**src/rtl/dual_port_router_pkg.sv**
```systemverilog
`default_nettype none
// ---------------------------------------------------------------------------
// router_pkg : shared constants and types for the dual-port byte router
// Rev 1.0
// ---------------------------------------------------------------------------
package router_pkg;

  localparam int NUM_OUT = 4;

  localparam logic [3:0] ADDR_CTRL     = 4'h0;
  localparam logic [3:0] ADDR_OUT_MASK = 4'h1;
  localparam logic [3:0] ADDR_STATUS   = 4'h2;
  localparam logic [3:0] ADDR_DROP_CNT = 4'h3;
  localparam logic [3:0] ADDR_FWD_CNT0 = 4'h4;
  localparam logic [3:0] ADDR_FWD_CNT1 = 4'h5;
  localparam logic [3:0] ADDR_FWD_CNT2 = 4'h6;
  localparam logic [3:0] ADDR_FWD_CNT3 = 4'h7;
  localparam logic [3:0] ADDR_CLEAR    = 4'h8;
  localparam logic [3:0] ADDR_ID       = 4'hF;

  localparam int CTRL_EN_BIT        = 0;
  localparam int CTRL_FIXED_PRI_BIT = 1;
  localparam int CLEAR_DROP_BIT     = 4;

  localparam logic [31:0] ID_VALUE       = 32'h5254_0001;
  localparam logic [3:0]  OUT_MASK_RESET = 4'hF;

  typedef enum logic {
    PORT_A = 1'b0,
    PORT_B = 1'b1
  } port_sel_e;

endpackage : router_pkg
`default_nettype wire

```
**src/rtl/dual_port_router_if.sv**
```systemverilog
`default_nettype none
// ---------------------------------------------------------------------------
// dual_port_router_if : register plane, two input ports and the output bank
// Rev 1.0
// ---------------------------------------------------------------------------
interface dual_port_router_if #(
  parameter int REG_W = 32
);
  import router_pkg::*;

  logic [3:0]       reg_addr;
  logic [REG_W-1:0] reg_wdata;
  logic             reg_en;
  logic             reg_we;
  logic [REG_W-1:0] reg_rdata;

  logic [7:0]       data_a;
  logic [1:0]       addr_a;
  logic             valid_a;
  logic             ready_a;

  logic [7:0]       data_b;
  logic [1:0]       addr_b;
  logic             valid_b;
  logic             ready_b;

  logic [7:0]       data_out  [NUM_OUT];
  logic             valid_out [NUM_OUT];

  modport master (
    output reg_addr, reg_wdata, reg_en, reg_we,
    output data_a, addr_a, valid_a,
    output data_b, addr_b, valid_b,
    input  reg_rdata, ready_a, ready_b, data_out, valid_out
  );

  modport slave (
    input  reg_addr, reg_wdata, reg_en, reg_we,
    input  data_a, addr_a, valid_a,
    input  data_b, addr_b, valid_b,
    output reg_rdata, ready_a, ready_b, data_out, valid_out
  );

endinterface : dual_port_router_if
`default_nettype wire

```
**src/rtl/dual_port_router_csr.sv**
```systemverilog
`default_nettype none
// ---------------------------------------------------------------------------
// router_csr : control/status registers, forward/drop counters, read port
// Rev 1.0
// ---------------------------------------------------------------------------
module router_csr
  import router_pkg::*;
#(
  parameter int REG_W = 32
) (
  input  wire logic             clk,
  input  wire logic             rst_n,
  input  wire logic [3:0]       reg_addr_i,
  input  wire logic [REG_W-1:0] reg_wdata_i,
  input  wire logic             reg_en_i,
  input  wire logic             reg_we_i,
  output logic      [REG_W-1:0] reg_rdata_o,
  input  wire logic [NUM_OUT-1:0] fwd_inc_i,
  input  wire logic [1:0]       drop_inc_i,
  input  port_sel_e             rr_last_i,
  output logic                  en_o,
  output logic                  fixed_pri_o,
  output logic      [NUM_OUT-1:0] out_mask_o
);

  localparam logic [REG_W-1:0] ID_TRUNC = ID_VALUE[REG_W-1:0];

  logic [1:0]         ctrl_q,     ctrl_d;
  logic [NUM_OUT-1:0] mask_q,     mask_d;
  logic [REG_W-1:0]   drop_cnt_q, drop_cnt_d;
  logic [REG_W-1:0]   fwd_cnt_q [NUM_OUT];
  logic [REG_W-1:0]   fwd_cnt_d [NUM_OUT];
  logic [REG_W-1:0]   rdata_q,    rdata_d;

  logic               wr_en;
  logic               rd_en;
  logic [4:0]         clear;
  logic [REG_W-1:0]   rd_val;
  logic               unused_wdata;

  assign unused_wdata = ^reg_wdata_i[REG_W-1:5];

  always_comb begin
    wr_en = reg_en_i & reg_we_i;
    rd_en = reg_en_i & ~reg_we_i;
    clear = (wr_en && reg_addr_i == ADDR_CLEAR) ? reg_wdata_i[4:0] : 5'b0;

    ctrl_d = ctrl_q;
    mask_d = mask_q;
    if (wr_en && reg_addr_i == ADDR_CTRL)     ctrl_d = reg_wdata_i[1:0];
    if (wr_en && reg_addr_i == ADDR_OUT_MASK) mask_d = reg_wdata_i[NUM_OUT-1:0];

    // A clear in the same cycle as an increment takes priority.
    drop_cnt_d = clear[CLEAR_DROP_BIT] ? '0 : drop_cnt_q + REG_W'(drop_inc_i);
    for (int i = 0; i < NUM_OUT; i++) begin
      fwd_cnt_d[i] = clear[i] ? '0 : fwd_cnt_q[i] + REG_W'(fwd_inc_i[i]);
    end

    rd_val = '0;
    case (reg_addr_i)
      ADDR_CTRL:     rd_val[1:0] = ctrl_q;
      ADDR_OUT_MASK: rd_val[NUM_OUT-1:0] = mask_q;
      ADDR_STATUS:   rd_val[1:0] = {ctrl_q[CTRL_EN_BIT], rr_last_i == PORT_B};
      ADDR_DROP_CNT: rd_val = drop_cnt_q;
      ADDR_FWD_CNT0: rd_val = fwd_cnt_q[0];
      ADDR_FWD_CNT1: rd_val = fwd_cnt_q[1];
      ADDR_FWD_CNT2: rd_val = fwd_cnt_q[2];
      ADDR_FWD_CNT3: rd_val = fwd_cnt_q[3];
      ADDR_ID:       rd_val = ID_TRUNC;
      default:       rd_val = '0;
    endcase
    rdata_d = rd_en ? rd_val : rdata_q;
  end

  always_ff @(posedge clk or negedge rst_n) begin
    if (!rst_n) begin
      ctrl_q     <= '0;
      mask_q     <= OUT_MASK_RESET;
      drop_cnt_q <= '0;
      rdata_q    <= '0;
      for (int i = 0; i < NUM_OUT; i++) fwd_cnt_q[i] <= '0;
    end else begin
      ctrl_q     <= ctrl_d;
      mask_q     <= mask_d;
      drop_cnt_q <= drop_cnt_d;
      rdata_q    <= rdata_d;
      for (int i = 0; i < NUM_OUT; i++) fwd_cnt_q[i] <= fwd_cnt_d[i];
    end
  end

  assign reg_rdata_o = rdata_q;
  assign en_o        = ctrl_q[CTRL_EN_BIT];
  assign fixed_pri_o = ctrl_q[CTRL_FIXED_PRI_BIT];
  assign out_mask_o  = mask_q;

endmodule : router_csr
`default_nettype wire

```
**src/rtl/dual_port_router.sv**
```systemverilog
`default_nettype none
// ---------------------------------------------------------------------------
// dual_port_router : two valid/ready byte ports routed to four strobed outputs
// Rev 1.0
// ---------------------------------------------------------------------------
module dual_port_router
  import router_pkg::*;
#(
  parameter int REG_W = 32
) (
  input wire logic          clk,
  input wire logic          rst_n,
  dual_port_router_if.slave bus
);

  logic               en;
  logic               fixed_pri;
  logic [NUM_OUT-1:0] out_mask;

  port_sel_e          rr_last_q, rr_last_d;
  logic               conflict;
  logic               a_wins;
  logic               ready_a;
  logic               ready_b;
  logic               acc_a;
  logic               acc_b;
  logic               drop_a;
  logic               drop_b;
  logic [1:0]         drop_inc;
  logic [NUM_OUT-1:0] fwd_a;
  logic [NUM_OUT-1:0] fwd_b;
  logic [NUM_OUT-1:0] fwd_inc;

  logic [7:0]         data_out_q [NUM_OUT];
  logic [7:0]         data_out_d [NUM_OUT];
  logic [NUM_OUT-1:0] valid_out_q, valid_out_d;

  always_comb begin
    conflict = bus.valid_a & bus.valid_b & (bus.addr_a == bus.addr_b);
    // Round-robin: the winner is the port that did not win the last conflict.
    a_wins   = fixed_pri | (rr_last_q == PORT_B);
    ready_a  = en & (~conflict | a_wins);
    ready_b  = en & (~conflict | ~a_wins);
    acc_a    = bus.valid_a & ready_a;
    acc_b    = bus.valid_b & ready_b;

    rr_last_d = rr_last_q;
    if (en && conflict) rr_last_d = a_wins ? PORT_A : PORT_B;

    drop_a   = acc_a & ~out_mask[bus.addr_a];
    drop_b   = acc_b & ~out_mask[bus.addr_b];
    drop_inc = {1'b0, drop_a} + {1'b0, drop_b};

    for (int i = 0; i < NUM_OUT; i++) begin
      fwd_a[i]       = acc_a & (bus.addr_a == 2'(i)) & out_mask[i];
      fwd_b[i]       = acc_b & (bus.addr_b == 2'(i)) & out_mask[i];
      fwd_inc[i]     = fwd_a[i] | fwd_b[i];
      valid_out_d[i] = fwd_inc[i];
      if (fwd_a[i])      data_out_d[i] = bus.data_a;
      else if (fwd_b[i]) data_out_d[i] = bus.data_b;
      else               data_out_d[i] = data_out_q[i];
    end
  end

  always_ff @(posedge clk or negedge rst_n) begin
    if (!rst_n) begin
      rr_last_q   <= PORT_A;
      valid_out_q <= '0;
      for (int i = 0; i < NUM_OUT; i++) data_out_q[i] <= 8'h00;
    end else begin
      rr_last_q   <= rr_last_d;
      valid_out_q <= valid_out_d;
      for (int i = 0; i < NUM_OUT; i++) data_out_q[i] <= data_out_d[i];
    end
  end

  router_csr #(
    .REG_W (REG_W)
  ) u_csr (
    .clk         (clk),
    .rst_n       (rst_n),
    .reg_addr_i  (bus.reg_addr),
    .reg_wdata_i (bus.reg_wdata),
    .reg_en_i    (bus.reg_en),
    .reg_we_i    (bus.reg_we),
    .reg_rdata_o (bus.reg_rdata),
    .fwd_inc_i   (fwd_inc),
    .drop_inc_i  (drop_inc),
    .rr_last_i   (rr_last_q),
    .en_o        (en),
    .fixed_pri_o (fixed_pri),
    .out_mask_o  (out_mask)
  );

  assign bus.ready_a = ready_a;
  assign bus.ready_b = ready_b;

  for (genvar gi = 0; gi < NUM_OUT; gi++) begin : g_out
    assign bus.data_out[gi]  = data_out_q[gi];
    assign bus.valid_out[gi] = valid_out_q[gi];
  end

endmodule : dual_port_router
`default_nettype wire

```
**src/flat_wrapper.sv**
```systemverilog
// flat-port wrapper written by rule: the top's interface ports become plain ports
module dual_port_router_flat import router_pkg::*;
#(
  parameter int REG_W = 32
)
  (clk, rst_n, bus_reg_addr, bus_reg_wdata, bus_reg_en, bus_reg_we, bus_data_a, bus_addr_a, bus_valid_a, bus_data_b, bus_addr_b, bus_valid_b, bus_reg_rdata, bus_ready_a, bus_ready_b, bus_data_out, bus_valid_out);
  dual_port_router_if #(.REG_W(REG_W)) bus_i ();
  input wire logic clk;
  input wire logic rst_n;
  input wire logic [$bits(bus_i.reg_addr)-1:0] bus_reg_addr;
  input wire logic [$bits(bus_i.reg_wdata)-1:0] bus_reg_wdata;
  input wire logic [$bits(bus_i.reg_en)-1:0] bus_reg_en;
  input wire logic [$bits(bus_i.reg_we)-1:0] bus_reg_we;
  input wire logic [$bits(bus_i.data_a)-1:0] bus_data_a;
  input wire logic [$bits(bus_i.addr_a)-1:0] bus_addr_a;
  input wire logic [$bits(bus_i.valid_a)-1:0] bus_valid_a;
  input wire logic [$bits(bus_i.data_b)-1:0] bus_data_b;
  input wire logic [$bits(bus_i.addr_b)-1:0] bus_addr_b;
  input wire logic [$bits(bus_i.valid_b)-1:0] bus_valid_b;
  output wire logic [$bits(bus_i.reg_rdata)-1:0] bus_reg_rdata;
  output wire logic [$bits(bus_i.ready_a)-1:0] bus_ready_a;
  output wire logic [$bits(bus_i.ready_b)-1:0] bus_ready_b;
  output wire logic [$bits(bus_i.data_out)-1:0] bus_data_out;
  output wire logic [$bits(bus_i.valid_out)-1:0] bus_valid_out;
  assign bus_i.reg_addr = bus_reg_addr;
  assign bus_i.reg_wdata = bus_reg_wdata;
  assign bus_i.reg_en = bus_reg_en;
  assign bus_i.reg_we = bus_reg_we;
  assign bus_i.data_a = bus_data_a;
  assign bus_i.addr_a = bus_addr_a;
  assign bus_i.valid_a = bus_valid_a;
  assign bus_i.data_b = bus_data_b;
  assign bus_i.addr_b = bus_addr_b;
  assign bus_i.valid_b = bus_valid_b;
  assign bus_reg_rdata = bus_i.reg_rdata;
  assign bus_ready_a = bus_i.ready_a;
  assign bus_ready_b = bus_i.ready_b;
  assign bus_data_out = {>>{bus_i.data_out}};
  assign bus_valid_out = {>>{bus_i.valid_out}};
  dual_port_router #(.REG_W(REG_W)) u_core (.clk(clk), .rst_n(rst_n), .bus(bus_i));
endmodule
```
**config.mk**
```make
export PLATFORM = sky130hd
export DESIGN_NAME = dual_port_router_flat
export DESIGN_NICKNAME = d
export VERILOG_FILES = /design/src/rtl/dual_port_router_pkg.sv /design/src/rtl/dual_port_router_if.sv /design/src/rtl/dual_port_router_csr.sv /design/src/rtl/dual_port_router.sv /design/src/flat_wrapper.sv
export SDC_FILE = /design/constraint.sdc
export NUM_CORES = 1
export LEC_CHECK = 0
export CORE_MARGIN = 2
export CORE_UTILIZATION = 55
export CTS_CLUSTER_DIAMETER = 100
export CTS_CLUSTER_SIZE = 14
export DETAILED_ROUTE_END_ITERATION = 10
export PLACE_DENSITY = 0.8
export SYNTH_ARGS = -nofsm -noshare
export SYNTH_HDL_FRONTEND = slang
export SYNTH_SLANG_ARGS = --single-unit
```
**constraint.sdc**
```tcl
create_clock -name clk -period 10.85 [get_ports clk]
set_clock_uncertainty 0.1 [all_clocks]
set_input_delay 3.255 -clock clk [delete_from_list [all_inputs] [get_ports clk]]
set_output_delay 3.255 -clock clk [all_outputs]
set_load 0.1 [all_outputs]
```
==> summary.txt <==
fmax - 105 MHz
Worst EP required - 7500 ps
crit path capture type - primary output
DRC errors left - 0
initial core utilization - 0.565
hold buffer count at cts - 0
IO Count - 132
fin crit share - 0.879
CTS tree - built
post-CTS setup buffers - 0
core footprint - 22,800 µm²
# rows - 55
GRT met2 Usage - 0.491
vias in the first global route - 11,140
post-layout min period - 9530 ps
Most used DFF post-synth - dfrtp_1
max_slew headroom - 0.168
Max Slew Vio Count - 0
post-synthesis async set-or-reset flop share - 1.00
layout cells sized above 1 - 0.0503
status - finished clean
PostCTS Resize Cnt - 0
PD cells - 169 nW/µm²
Detailed Route Iter0 Violations - 1,453
clock insertion delay at the later pin of the skew report - 510 ps
Yosys warning count - 0
Buffers on Ports - 104
RSZ-0062 raised after global routing - no
Pre-antenna DRT Iters - 10
Final #Nets - 1,498
Tot Pwr - 2470 µW
Final ANT Viol Nets - 0
Worst-Margin Slew - 1250 ps
diode count - 0
Crit Path Category - in2out
via count - 11,839
syn avg cell area - 9.28 µm²
DR WL/cell - 21.6 µm
first-pass GRT wire length - 60,700 µm
WP data arrival - 6180 ps
met1 Use GR - 0.418
startpoint types - primary input
FF+latch count, synth - 235
Finish-stage setup viols - 0
Peak VDD IR - 0.246 mV
CTS Buf Count - 20
Routability Congestion - 0.992
Static Leak - 0.00585 µW
Die X - 157 µm
Post-Place Worst Slack - 1350 ps
Mapped Nets - 1,459
gr ovfl total - 0
CTS clk-pin slew, worst paths - 60 ps
Total Die Area - 24,600 µm²
GR Util All Layers - 0.311
most common cell after layout, fill and taps aside - dfrtp_1
Synth-to-Final Area Change - 13.5%
Die Y - 157 µm
antenna violations before repair - 0
Final WS setup - 1320 ps
synthesized instance count - 1,387
EDFF count, synth - 0
final wirelength - 37,600 µm
met3 Use GR - 0.0575
Yosys cell types - 58
root buf cell - clkbuf_16
DP HPWL - 26,500 µm
Final Hold Fails - 0
busiest grt layer - met2
Syn Std Cell Area - 12,900 µm²
most frequent cells in the layout - dfrtp_1 (231), nand2_1 (112), clkdlybuf4s50_1 (103), nand3_1 (93), a21oi_1 (88)
largest net degree at the start of global routing - 102
Hold Path Class - reg2reg
total negative slack - 0 ps
Via density - 6.78
total clock sinks - 235
H-tree depth - 1
max cap viols - 0
Crit Path Max Fanout - 16
CTS max path bufs - 3
post-synthesis sequential area ratio - 0.457
## metrics by stage
stage	util	hold WS (ps)	cells	area [µm²]
global placement	0.617	376	1717	14100
global route	0.641	406	1745	14600
CTS	0.641	389	1745	14600
floorplan	-	376	1387	12900
finish	0.641	390	1745	14600
detailed placement	0.617	375	1717	14100
## final timing paths
check / start / endpoint / slack (ps) / depth (start not counted)
hold reg to reg: u_core.u_csr.reg_rdata_o[0]$_DFFE_PN0P_ / u_core.u_csr.reg_rdata_o[0]$_DFFE_PN0P_ / 390 / 2
setup reg to reg: u_core.u_csr.ctrl_q[0]$_DFFE_PN0P_ / u_core.u_csr.drop_cnt_q[28]$_DFF_PN0_ / 6590 / 10
hold / removal: u_core.u_csr.reg_rdata_o[0]$_DFFE_PN0P_ / u_core.u_csr.reg_rdata_o[0]$_DFFE_PN0P_ / 390 / 2
min in group asynchronous: rst_n / u_core.u_csr.fwd_cnt_q[27]$_DFF_PN0_ / 2660 / 1
max in group asynchronous: rst_n / u_core.u_csr.fwd_cnt_q[105]$_DFF_PN0_ / 6520 / 2
setup / recovery: bus_addr_a[1] / bus_ready_b / 1320 / 5
## cell type report
cell class	instances	area (µm²)
Timing Repair Buffer	117	1140
Sequential cell	235	5890
Multi-Input combinational cell	1023	6530
Fill cell	1861	8170
Inverter	29	109
Clock buffer	27	548
Tap cell	313	392
Clock inverter	1	5.00
## power by group
part	internal (µW)	total [µW]	switching (µW)
clock network	350	668	319
logic	180	758	578
registers	959	1040	80.2
## layer usage
metal / vias to the layer above / wire (µm)
li1: 5378 / -
met1: 5708 / 15000
met2: 638 / 17400
met3: 115 / 3360
met4: 0 / 1910
met5: - / 0
## worst max-delay path, stage by stage
cell	delay, ps
clkdlybuf4s50_1	580
xnor2_1	370
nand4_1	600
and2_1	400
clkdlybuf4s50_1	960
## registers in the layout, summed over array words and instances (netlist names)
signal,count
u_core.rr_last_q,1
u_core.valid_out_q,4
u_core.u_csr.fwd_cnt_q,128
u_core.bus.data_out,32
u_core.u_csr.drop_cnt_q,32
u_core.u_csr.reg_rdata_o,32
u_core.u_csr.ctrl_q,2
u_core.u_csr.out_mask_o,4
## synth_stat cells (19+ instances only)
cell type	n	area, µm²
a222oi_1	29	290
o31ai_1	53	398
xor2_1	28	245
nand2_1	112	420
or4_1	63	473
and3_1	26	163
xnor2_1	34	298
nor2_1	83	312
a21oi_1	88	440
o21ai_0	51	255
a31oi_1	28	175
dfrtp_1	231	5780
or3_1	28	175
clkbuf_1	78	293
nor3_1	34	170
nand4_1	42	263
a22oi_1	30	225
inv_1	29	109
nand3_1	93	465
nor4_1	19	119
a22o_1	26	228
## logic make-up (layout without fill, tap and decap cells)
kind of cell / after synthesis / count (layout) / share of synthesized area
and+or+nand+nor: 578 / 578 / 0.248
adders and majority gates: 10 / 10 / 0.0103
AOI/OAI and AO/OA: 356 / 356 / 0.188
buffers and inverters: 129 / 174 / 0.0399
xor gates and xnor gates: 62 / 62 / 0.0422
DFF: 235 / 235 / 0.457
muxes: 17 / 17 / 0.0139
(Power assumes the default switching activity.)
